### src/rtl/golden_nonce_queue.sv
// Golden-nonce FIFO with a serial_transmit send/busy handshake, all in hash_clk.
// Optional GOLDEN_NONCE_DEDUP_EN: drop an in_valid repeating the last accepted nonce.
module golden_nonce_queue #(
  parameter int unsigned DEPTH_LOG2   = 3,
  parameter int unsigned BUSY_TIMEOUT = 15
) (
  input  logic                  hash_clk,
  input  logic                  reset,
  input  logic                  in_valid,
  input  logic [31:0]           in_nonce,
  input  logic                  serial_busy,
  output logic                  serial_send,
  output logic [31:0]           serial_word,
  output logic [DEPTH_LOG2:0]   count,
  output logic                  overflow
);

  localparam int unsigned DEPTH = 1 << DEPTH_LOG2;
  localparam int unsigned CW    = DEPTH_LOG2 + 1;
  localparam int unsigned PW    = DEPTH_LOG2;
  localparam int unsigned TW    = 8;

  typedef enum logic [1:0] {
    IDLE,
    WAIT_BUSY,
    WAIT_DONE
  } state_t;

  logic [31:0]   mem [DEPTH];
  logic [PW-1:0] wr_ptr;
  logic [PW-1:0] rd_ptr;
  state_t        state;
  state_t        state_next;
  logic [TW-1:0] timer;
  logic [TW-1:0] timer_next;
  logic          send_next;
  logic [31:0]   word_next;
  logic          pop;
  logic          push;
  logic          drop;
  logic          dup;
  logic          full;

`ifdef GOLDEN_NONCE_DEDUP_EN
  logic [31:0] last_nonce;
  logic        last_valid;

  assign dup = in_valid && last_valid && (in_nonce == last_nonce);

  always_ff @(posedge hash_clk) begin
    if (reset) begin
      last_nonce <= '0;
      last_valid <= 1'b0;
    end else if (push) begin
      last_nonce <= in_nonce;
      last_valid <= 1'b1;
    end
  end
`else
  assign dup = 1'b0;
`endif

  assign full = (count == CW'(DEPTH));
  // A pop in the same cycle frees the slot a push into a full queue needs.
  assign push = in_valid && !dup && (!full || pop);
  assign drop = in_valid && !dup && full && !pop;

  always_comb begin
    state_next = state;
    timer_next = timer;
    send_next  = 1'b0;
    word_next  = serial_word;
    pop        = 1'b0;
    case (state)
      IDLE: begin
        if ((count != '0) && !serial_busy) begin
          pop        = 1'b1;
          word_next  = mem[rd_ptr];
          send_next  = 1'b1;
          timer_next = '0;
          state_next = WAIT_BUSY;
        end
      end
      WAIT_BUSY: begin
        if (serial_busy) begin
          state_next = WAIT_DONE;
        end else begin
          timer_next = timer + TW'(1);
          // Busy never rose: treat the word as sent and move on.
          if (timer_next == TW'(BUSY_TIMEOUT)) begin
            state_next = IDLE;
          end
        end
      end
      WAIT_DONE: begin
        if (!serial_busy) begin
          state_next = IDLE;
        end
      end
      default: state_next = IDLE;
    endcase
  end

  always_ff @(posedge hash_clk) begin
    if (reset) begin
      state       <= IDLE;
      timer       <= '0;
      serial_send <= 1'b0;
      serial_word <= '0;
    end else begin
      state       <= state_next;
      timer       <= timer_next;
      serial_send <= send_next;
      serial_word <= word_next;
    end
  end

  always_ff @(posedge hash_clk) begin
    if (reset) begin
      wr_ptr   <= '0;
      rd_ptr   <= '0;
      count    <= '0;
      overflow <= 1'b0;
    end else begin
      if (push) begin
        wr_ptr <= wr_ptr + PW'(1);
      end
      if (pop) begin
        rd_ptr <= rd_ptr + PW'(1);
      end
      case ({push, pop})
        2'b10:   count <= count + CW'(1);
        2'b01:   count <= count - CW'(1);
        default: count <= count;
      endcase
      if (drop) begin
        overflow <= 1'b1;
      end
    end
  end

  // Storage needs no reset; occupancy and pointers define validity.
  always_ff @(posedge hash_clk) begin
    if (push) begin
      mem[wr_ptr] <= in_nonce;
    end
  end

endmodule
### config.mk
export PLATFORM = sky130hd
export DESIGN_NAME = golden_nonce_queue
export DESIGN_NICKNAME = d
export VERILOG_FILES = /design/src/rtl/golden_nonce_queue.sv
export SDC_FILE = /design/constraint.sdc
export NUM_CORES = 1
export LEC_CHECK = 0
export CORE_ASPECT_RATIO = 0.8
export CORE_UTILIZATION = 63
export DETAILED_ROUTE_END_ITERATION = 8
export DONT_BUFFER_PORTS = 1
export GPL_TIMING_DRIVEN = 0
export PLACE_DENSITY = 0.8
export SLEW_MARGIN = 20
export SYNTH_ARGS = -nofsm -noshare
export SYNTH_HDL_FRONTEND = slang
export SYNTH_SLANG_ARGS = --single-unit
### constraint.sdc
create_clock -name hash_clk -period 6.4 [get_ports hash_clk]
set_clock_uncertainty 0.1 [all_clocks]
set_input_delay 1.28 -clock hash_clk [delete_from_list [all_inputs] [get_ports hash_clk]]
set_output_delay 1.28 -clock hash_clk [all_outputs]
set_load 0.05 [all_outputs]
==> metrics.md, run 1 <==
| Metric | Value |
|---|---|
| RSZ-0062 raised after global routing | false |
| Drt drc | 0 |
| Initial antenna violation count | 0 |
| Critical Path Sink Type | flop |
| Ratio of cells with drive above 1 in the final layout | around 22% |
| Grt ovf | 0 |
| CTS Buf Count | 29 |
| Starting DRT DRC Count | about 670 |
| Clk buf depth | 3 |
| Inst Count DP | roughly 900 |
| Reg clk slew, reported paths | 0.06 ns |
| Relative slew slack | 33.98% |
| Non-filler cells, final | a little under 1000 |
| Rows | 44 |
| # hold bufs at CTS | 0 |
| Routed vias/inst | around 6.4 |
| I/O pin total | 74 |
| Max rail drop VDD | ~0.28 mV |
| CP max-delay cell | nor4_2 |
| Hold Slack | about 0.44 ns |
| Yosys warnings | 0 |
| Fmax | between 200 and 300 MHz |
| Seq/Total Area, Yosys | 74.36% |
| PortBufs | 0 |
| Simple-gate share of the synthesized area | under 10% |
| Synthesized Nets | slightly below 700 |
| H-tree depth | 1 |
| Layout area overhead | 12.79% |
| Register area | between 8000 and 9000 um2 |
| Die ar. | 19270 um2 |
| HPWL after DPL | 15700 um |
| Worst hold path class | flop to flop |
| Final setup margin | slightly above 3 ns |
| Core ar. | 18220 um2 |
| Fill count | 1066 |
| Final wirelength | 25050 um |
| CP Data Arrival Time | 3.52 ns |
| Mapped Cells | 633 |
| Pre-antenna DRT Iters | 5 |
| Post-synthesis mux area share | between 10% and 20% |
| Vias | about 6200 |
| Largest net degree at the start of global routing | 22 |
| Die Ht | roughly 120 um |
| # setup viols final | 0 |
| Drt wl/cell | 25.91 um |
| # nets final | between 700 and 800 |
| Placer Congestion | just under 0.8 |
| Complex-gate fraction of the synthesized area | 3.777% |
| Largest family of logic cells by synthesized area | multiplexers |
| Post-synth cell types | 40 |
| Max-cap violations | 0 |
| Status | complete, no violations |
| CP required | between 6 and 7 ns |
| CTS tree | done |
| Clk root buf | clkbuf_16 |
| Multi-input logic area | approximately 3000 um2 |
| Endpoints failing hold | 0 |
| Main synth FF type | edfxtp_1 |
| Fin crit share | between 50% and 60% |
| Crit Path Max Fanout | 7 |
| Synth Area in Adders | less than 1% |
| EDFF count, synth | ~260 |
| Initial Utilization | about two thirds |
| Synthesized cell area | 11790 um2 |
| Final min period | 3.357 ns |
| Diodes inserted | 0 |
| Clock sink count | between 300 and 400 |
| CP Launch Type | primary input |
| CP max stage delay | 0.69 ns |
| Avg Synthesized Cell Area | between 15 and 20 um2 |
| Post-Synth XOR/XNOR Area | less than 1% |
| Critical path cell sequence | nor3_1 > o21ai_0 > nor4_2 > buf_4 > buf_6 > buf_2 |
| Leak | around 4.2 nW |
| Fin util | approximately 73% |
| Share of synthesized registers carrying an async set or reset | 0% |
| Power per Cell Area | approximately 400 nW/um2 |
| Later-pin clock latency in the skew report | 0.57 ns |
| Antenna-violating nets left | 0 |
| Pre-CTS WS | ~2.5 ns |
| Die X | around 150 um |
| Synthesized flop and latch total | between 300 and 400 |
| Critical path class | primary input to flop |
| First-pass GRT wire length | 37580 um |
| Vias in the first global route | 6320 |
| Slew Viols, Final | 0 |
| Post-CTS setup repair buffer count | 0 |
| Post-cts sizing count | 0 |
| Overall global routing resource usage | a little over a quarter |
| Slew at the pin closest to its max-slew limit | around 0.99 ns |
-- synthesized netlist by cell type, types with 4 or more instances --
cell type	count	area [um2]
ha_1	5	62.56
a211oi_1	32	240.2
mux2i_1	34	340.3
nor3_1	9	45.04
nand3_1	4	20.02
mux4_2	64	1441
buf_2	12	60.06
xor2_1	5	43.79
a21oi_1	12	60.06
o21ai_0	9	45.04
clkbuf_1	15	56.30
dfxtp_1	54	1081
a31oi_1	5	31.28
buf_1	6	22.52
edfxtp_1	256	7687
nor2_1	61	229.0
nand2_1	15	56.30
-- cells in the final DEF, fill, tap and decap left out, types with 2 or more instances in the layout --
master | netlist | final
nor3_1 | 9 | 5
buf_2 | 12 | 16
and3_1 | 2 | 2
buf_4 | 0 | 13
nor3_2 | 0 | 4
ha_1 | 5 | 5
inv_1 | 3 | 3
o21ai_0 | 9 | 9
clkbuf_8 | 0 | 3
xnor2_1 | 3 | 3
clkinv_2 | 0 | 4
a21oi_1 | 12 | 12
clkbuf_16 | 0 | 29
nand3_1 | 4 | 4
buf_6 | 0 | 8
buf_12 | 0 | 3
mux4_2 | 64 | 64
a211oi_2 | 2 | 2
nor2_1 | 61 | 58
buf_1 | 6 | 6
or3_1 | 2 | 2
mux2i_1 | 34 | 34
edfxtp_1 | 256 | 256
nor4_2 | 1 | 2
a211oi_1 | 32 | 32
nor2_4 | 0 | 3
nand2b_1 | 2 | 2
nand2_1 | 15 | 15
xor2_1 | 5 | 5
clkinv_1 | 0 | 4
clkbuf_1 | 15 | 26
and2_1 | 2 | 2
and4_1 | 2 | 2
dfxtp_1 | 54 | 54
nor3b_1 | 2 | 2
a31oi_1 | 5 | 5
-- cell families (layout without fill, tap and decap cells) --
| logic type | after synthesis | in the layout |
|---|---|---|
| AOI/OAI and AO/OA | 65 | 65 |
| xor gates and xnor gates | 8 | 8 |
| adders and majority gates | 5 | 5 |
| buffers and inverters | 36 | 117 |
| DFF | 310 | 310 |
| muxes | 98 | 98 |
| and+or+nand+nor | 111 | 111 |
-- sequential cells by signal, summed over array words and instances (netlist names) --
register,cells
wr_ptr,3
mem,256
serial_send,1
state,2
count,4
serial_word,32
rd_ptr,3
overflow,1
timer,8
-- critical path, delay by kind of cell --
kind	cells	cell delay, ns
compound gates	1	0.44
buf+inv	3	0.67
simple gates	2	1.12
-- path summary, 6_finish.rpt --
path	startpoint	to	slack (ns)	depth (start not counted)
hold reg to reg	timer[7]$_SDFFE_PP0P_	timer[7]$_SDFFE_PP0P_	0.44	2
setup / recovery	serial_busy	mem[0][28]$_DFFE_PP_	3.04	6
hold / removal	timer[7]$_SDFFE_PP0P_	timer[7]$_SDFFE_PP0P_	0.44	2
setup reg to reg	count[1]$_SDFFE_PP0P_	mem[4][15]$_DFFE_PP_	3.06	7
-- through the flow --
step | total power (W) | cell area, um2 | setup TNS, ns
after floorplan | 0.003537 | 11790 | 0
after global placement | 0.003752 | 12110 | -172.78
after detailed placement | 0.003799 | 12430 | 0
after CTS | 0.005381 | 13300 | 0
after global routing | 0.005542 | 13300 | 0
final | 0.005349 | 13300 | 0
-- final cells by class --
type,instances,area share [%]
clock buffer,43,6.077
tap,253,2.380
timing repair buffer,28,2.013
buffer,33,1.044
multi-input combinational,287,21.98
sequential,310,65.93
inverter,3,0.08467
clock inverter,10,0.4986
-- metal layers --
metal  wire length, um  GRT usage [%]
met1              9463          35.32
met2             12570          44.09
met3              2247          7.203
met4               773          9.901
met5                 0              0
-- power breakdown --
part | internal [W] | leakage, nW | switching, W | total (W)
clock | 0.000877 | 0.430 | 0.000713 | 0.00159
combinational | 0.000459 | 1.01 | 0.000531 | 0.000990
sequential | 0.00233 | 2.77 | 0.000437 | 0.00277
Power figures use the tool's default switching activity.
==> inputs of run 2 (changes only) <==
- clock period: 6.4 -> 3.1 ns (I/O delays scaled with it)
==> metrics.md, run 2 (synthesis results as in run 1) <==
| Metric | Value |
|---|---|
| Status | complete, no violations |
| Rows | 44 |
| Most frequent cells in the layout | edfxtp_1 (256), mux4_2 (64), nor2_1 (58), dfxtp_1 (52), mux2i_1 (34) |
| Slew at the pin closest to its max-slew limit | between 0.9 and 1 ns |
| Post-layout instance area | approximately 14000 um2 |
| Critical path cell sequence | nor3_1 > a31oi_1 > nand2_2 > nor2_2 |
| Worst r2r src | count[2]$_SDFFE_PP0P_ |
| Vias in the first global route | approximately 6400 |
| Placer Congestion | just under 0.8 |
| Largest register FFs | between 200 and 300 |
| Slew Viols, Final | 0 |
| Grt ovf | 0 |
| RR Endpoint | mem[6][28]$_DFFE_PP_ |
| HPWL after DPL | 15290 um |
| Max-cap violations | 0 |
| Clk root buf | clkbuf_16 |
| Power per Cell Area | 847.9 nW/um2 |
| Dpl cell area | 12490 um2 |
| Die X | roughly 150 um |
| CTS Buf Count | 29 |
| CTS tree | done |
| PortBufs | 0 |
| Initial antenna violation count | 0 |
| I/O pin total | 74 |
| Vias | about 6200 |
| Fill count | approximately 1000 |
| Final wirelength | roughly 25000 um |
| Final min period | 2.983 ns |
| Initial Utilization | between 60% and 70% |
| Clk buf depth | 3 |
| Routed vias/inst | ~6.4 |
| Largest net degree at the start of global routing | 21 |
| Max rail drop VDD | 0.7172 mV |
| WHS Endpoint | mem[3][13]$_DFFE_PP_ |
| Leak | 4.282 nW |
| # nets final | 732 |
| Die Ht | between 100 and 150 um |
| CP Launch Type | flop |
| Most common cell after layout, fill and taps aside | edfxtp_1 |
| Drt wl/cell | 25.73 um |
| First-pass GRT wire length | roughly 37000 um |
| Clock sink count | 310 |
| Worst hold start | in_nonce[13] |
| Cell count of the worst reg-to-reg path | 4 |
| RSZ-0062 raised after global routing | false |
| CP required | around 3.2 ns |
| # setup viols final | 0 |
| Fmax | around 340 MHz |
| CP max-delay cell | dfxtp_1 |
| Fin crit share | a little over nine tenths |
| Starting DRT DRC Count | 562 |
| CP Data Arrival Time | 3.06 ns |
| Antenna-violating nets left | 0 |
| Later-pin clock latency in the skew report | ~0.55 ns |
| Crit Path Max Fanout | 10 |
| Non-filler cells, final | 967 |
| Inst Count DP | slightly above 900 |
| Die ar. | approximately 19000 um2 |
| Largest Register | mem |
| Hold path cells | 0 |
| Ratio of cells with drive above 1 in the final layout | a little under a quarter |
| Setup_tns | 0 ns |
| Critical Path Sink Type | flop |
| Top flop regs | mem (256), serial_word (32), timer (8) |
| Critical path class | flop to flop |
| Worst hold path class | primary input to flop |
| Flop-to-flop setup slack | 0.12 ns |
| Core ar. | roughly 18000 um2 |
| CP max stage delay | about 0.75 ns |
| Reg clk slew, reported paths | 0.07 ns |
| Endpoints failing hold | 0 |
| Layout area overhead | 15.41% |
| H-tree depth | 1 |
| Diodes inserted | 0 |
| Overall global routing resource usage | around a quarter |
| Drt drc | 0 |
| Pre-antenna DRT Iters | 4 |
| Relative slew slack | roughly 37% |
==> run 2: cell types whose count changed in the layout (fill, tap and decap cells not counted), moves of 3 or more <==
cell | before | now
nor3_2 | 4 | 0
buf_4 | 13 | 5
bufinv_16 | 0 | 6
buf_8 | 0 | 8
nor3_4 | 0 | 4
buf_16 | 0 | 3
clkinvlp_4 | 0 | 3
buf_2 | 16 | 12
clkinv_1 | 4 | 1
clkbuf_1 | 26 | 22
==> run 2: per-stage QoR <==
step / power (W) / hold slack [ns] / util, % / worst slack [ns]
finish: 0.01154 / 0.06603 / 74.68 / 0.1175
global route: 0.01193 / 0.05200 / 74.68 / 0.08182
CTS: 0.01158 / 0.05056 / 74.29 / 0.0003770
detailed placement: 0.007851 / 0.4300 / 68.54 / -0.1800
global placement: 0.007739 / 0.4079 / 66.64 / -1.741
floorplan: 0.007303 / 0.3844 / - / -0.3078
==> run 2: area by class of cell <==
type                       instances  area [um2]  share of cell area, %
buffer                            33       138.9                  1.021
clock buffer                      38       779.5                  5.728
clock inverter                    16       244.0                  1.793
inverter                           3       11.26                0.08274
multi-input combinational        289        2980                  21.90
sequential                       310        8771                  64.45
tap                              253       316.6                  2.326
timing repair buffer              25       367.9                  2.703
==> run 2: worst max-delay path by stage <==
stage | from | end | slack (ns) | cells after the start
2_1_floorplan | count[1]$_SDFFE_PP0P_ | mem[7][0]$_DFFE_PP_ | -0.31 | 5
3_3_place_gp | count[1]$_SDFFE_PP0P_ | mem[7][29]$_DFFE_PP_ | -1.74 | 5
3_5_place_dp | count[1]$_SDFFE_PP0P_ | mem[4][29]$_DFFE_PP_ | -0.18 | 7
4_1_cts | count[0]$_SDFFE_PP0P_ | mem[7][2]$_DFFE_PP_ | 0.0004 | 5
5_1_grt | count[2]$_SDFFE_PP0P_ | mem[4][24]$_DFFE_PP_ | 0.08 | 6
6_report | count[2]$_SDFFE_PP0P_ | mem[6][28]$_DFFE_PP_ | 0.12 | 4
==> run 2: what timing repair did <==
item | CTS | global route
hold buffers | 0 | 0
pin swaps | 5 | 2
endpoints found under the setup margin | 55 | 72
gates cloned | 0 | 2
buffers inserted | 3 | 3
resized for setup | 1 | 4
==> run 2: layer usage <==
metal	vias up	share of wire, %	wire length [um]	global-route usage [%]
li1	2672	-	-	-
met1	3184	38	9460	34.96
met2	284	51	12600	44.14
met3	45	9.1	2274	5.741
met4	0	2.2	551	8.270
met5	-	0	0	0
==> run 2: critical path, delay by kind of cell, from the launching register on <==
| kind | cells | cell delay [ns] |
|---|---|---|
| simple gates | 3 | 1.25 |
| flops | 1 | 0.75 |
| compound gates | 1 | 0.51 |
==> run 2: power breakdown <==
group	switching (W)	internal (W)
clock	0.00148	0.00228
combinational	0.00111	0.000954
sequential	0.000898	0.00482
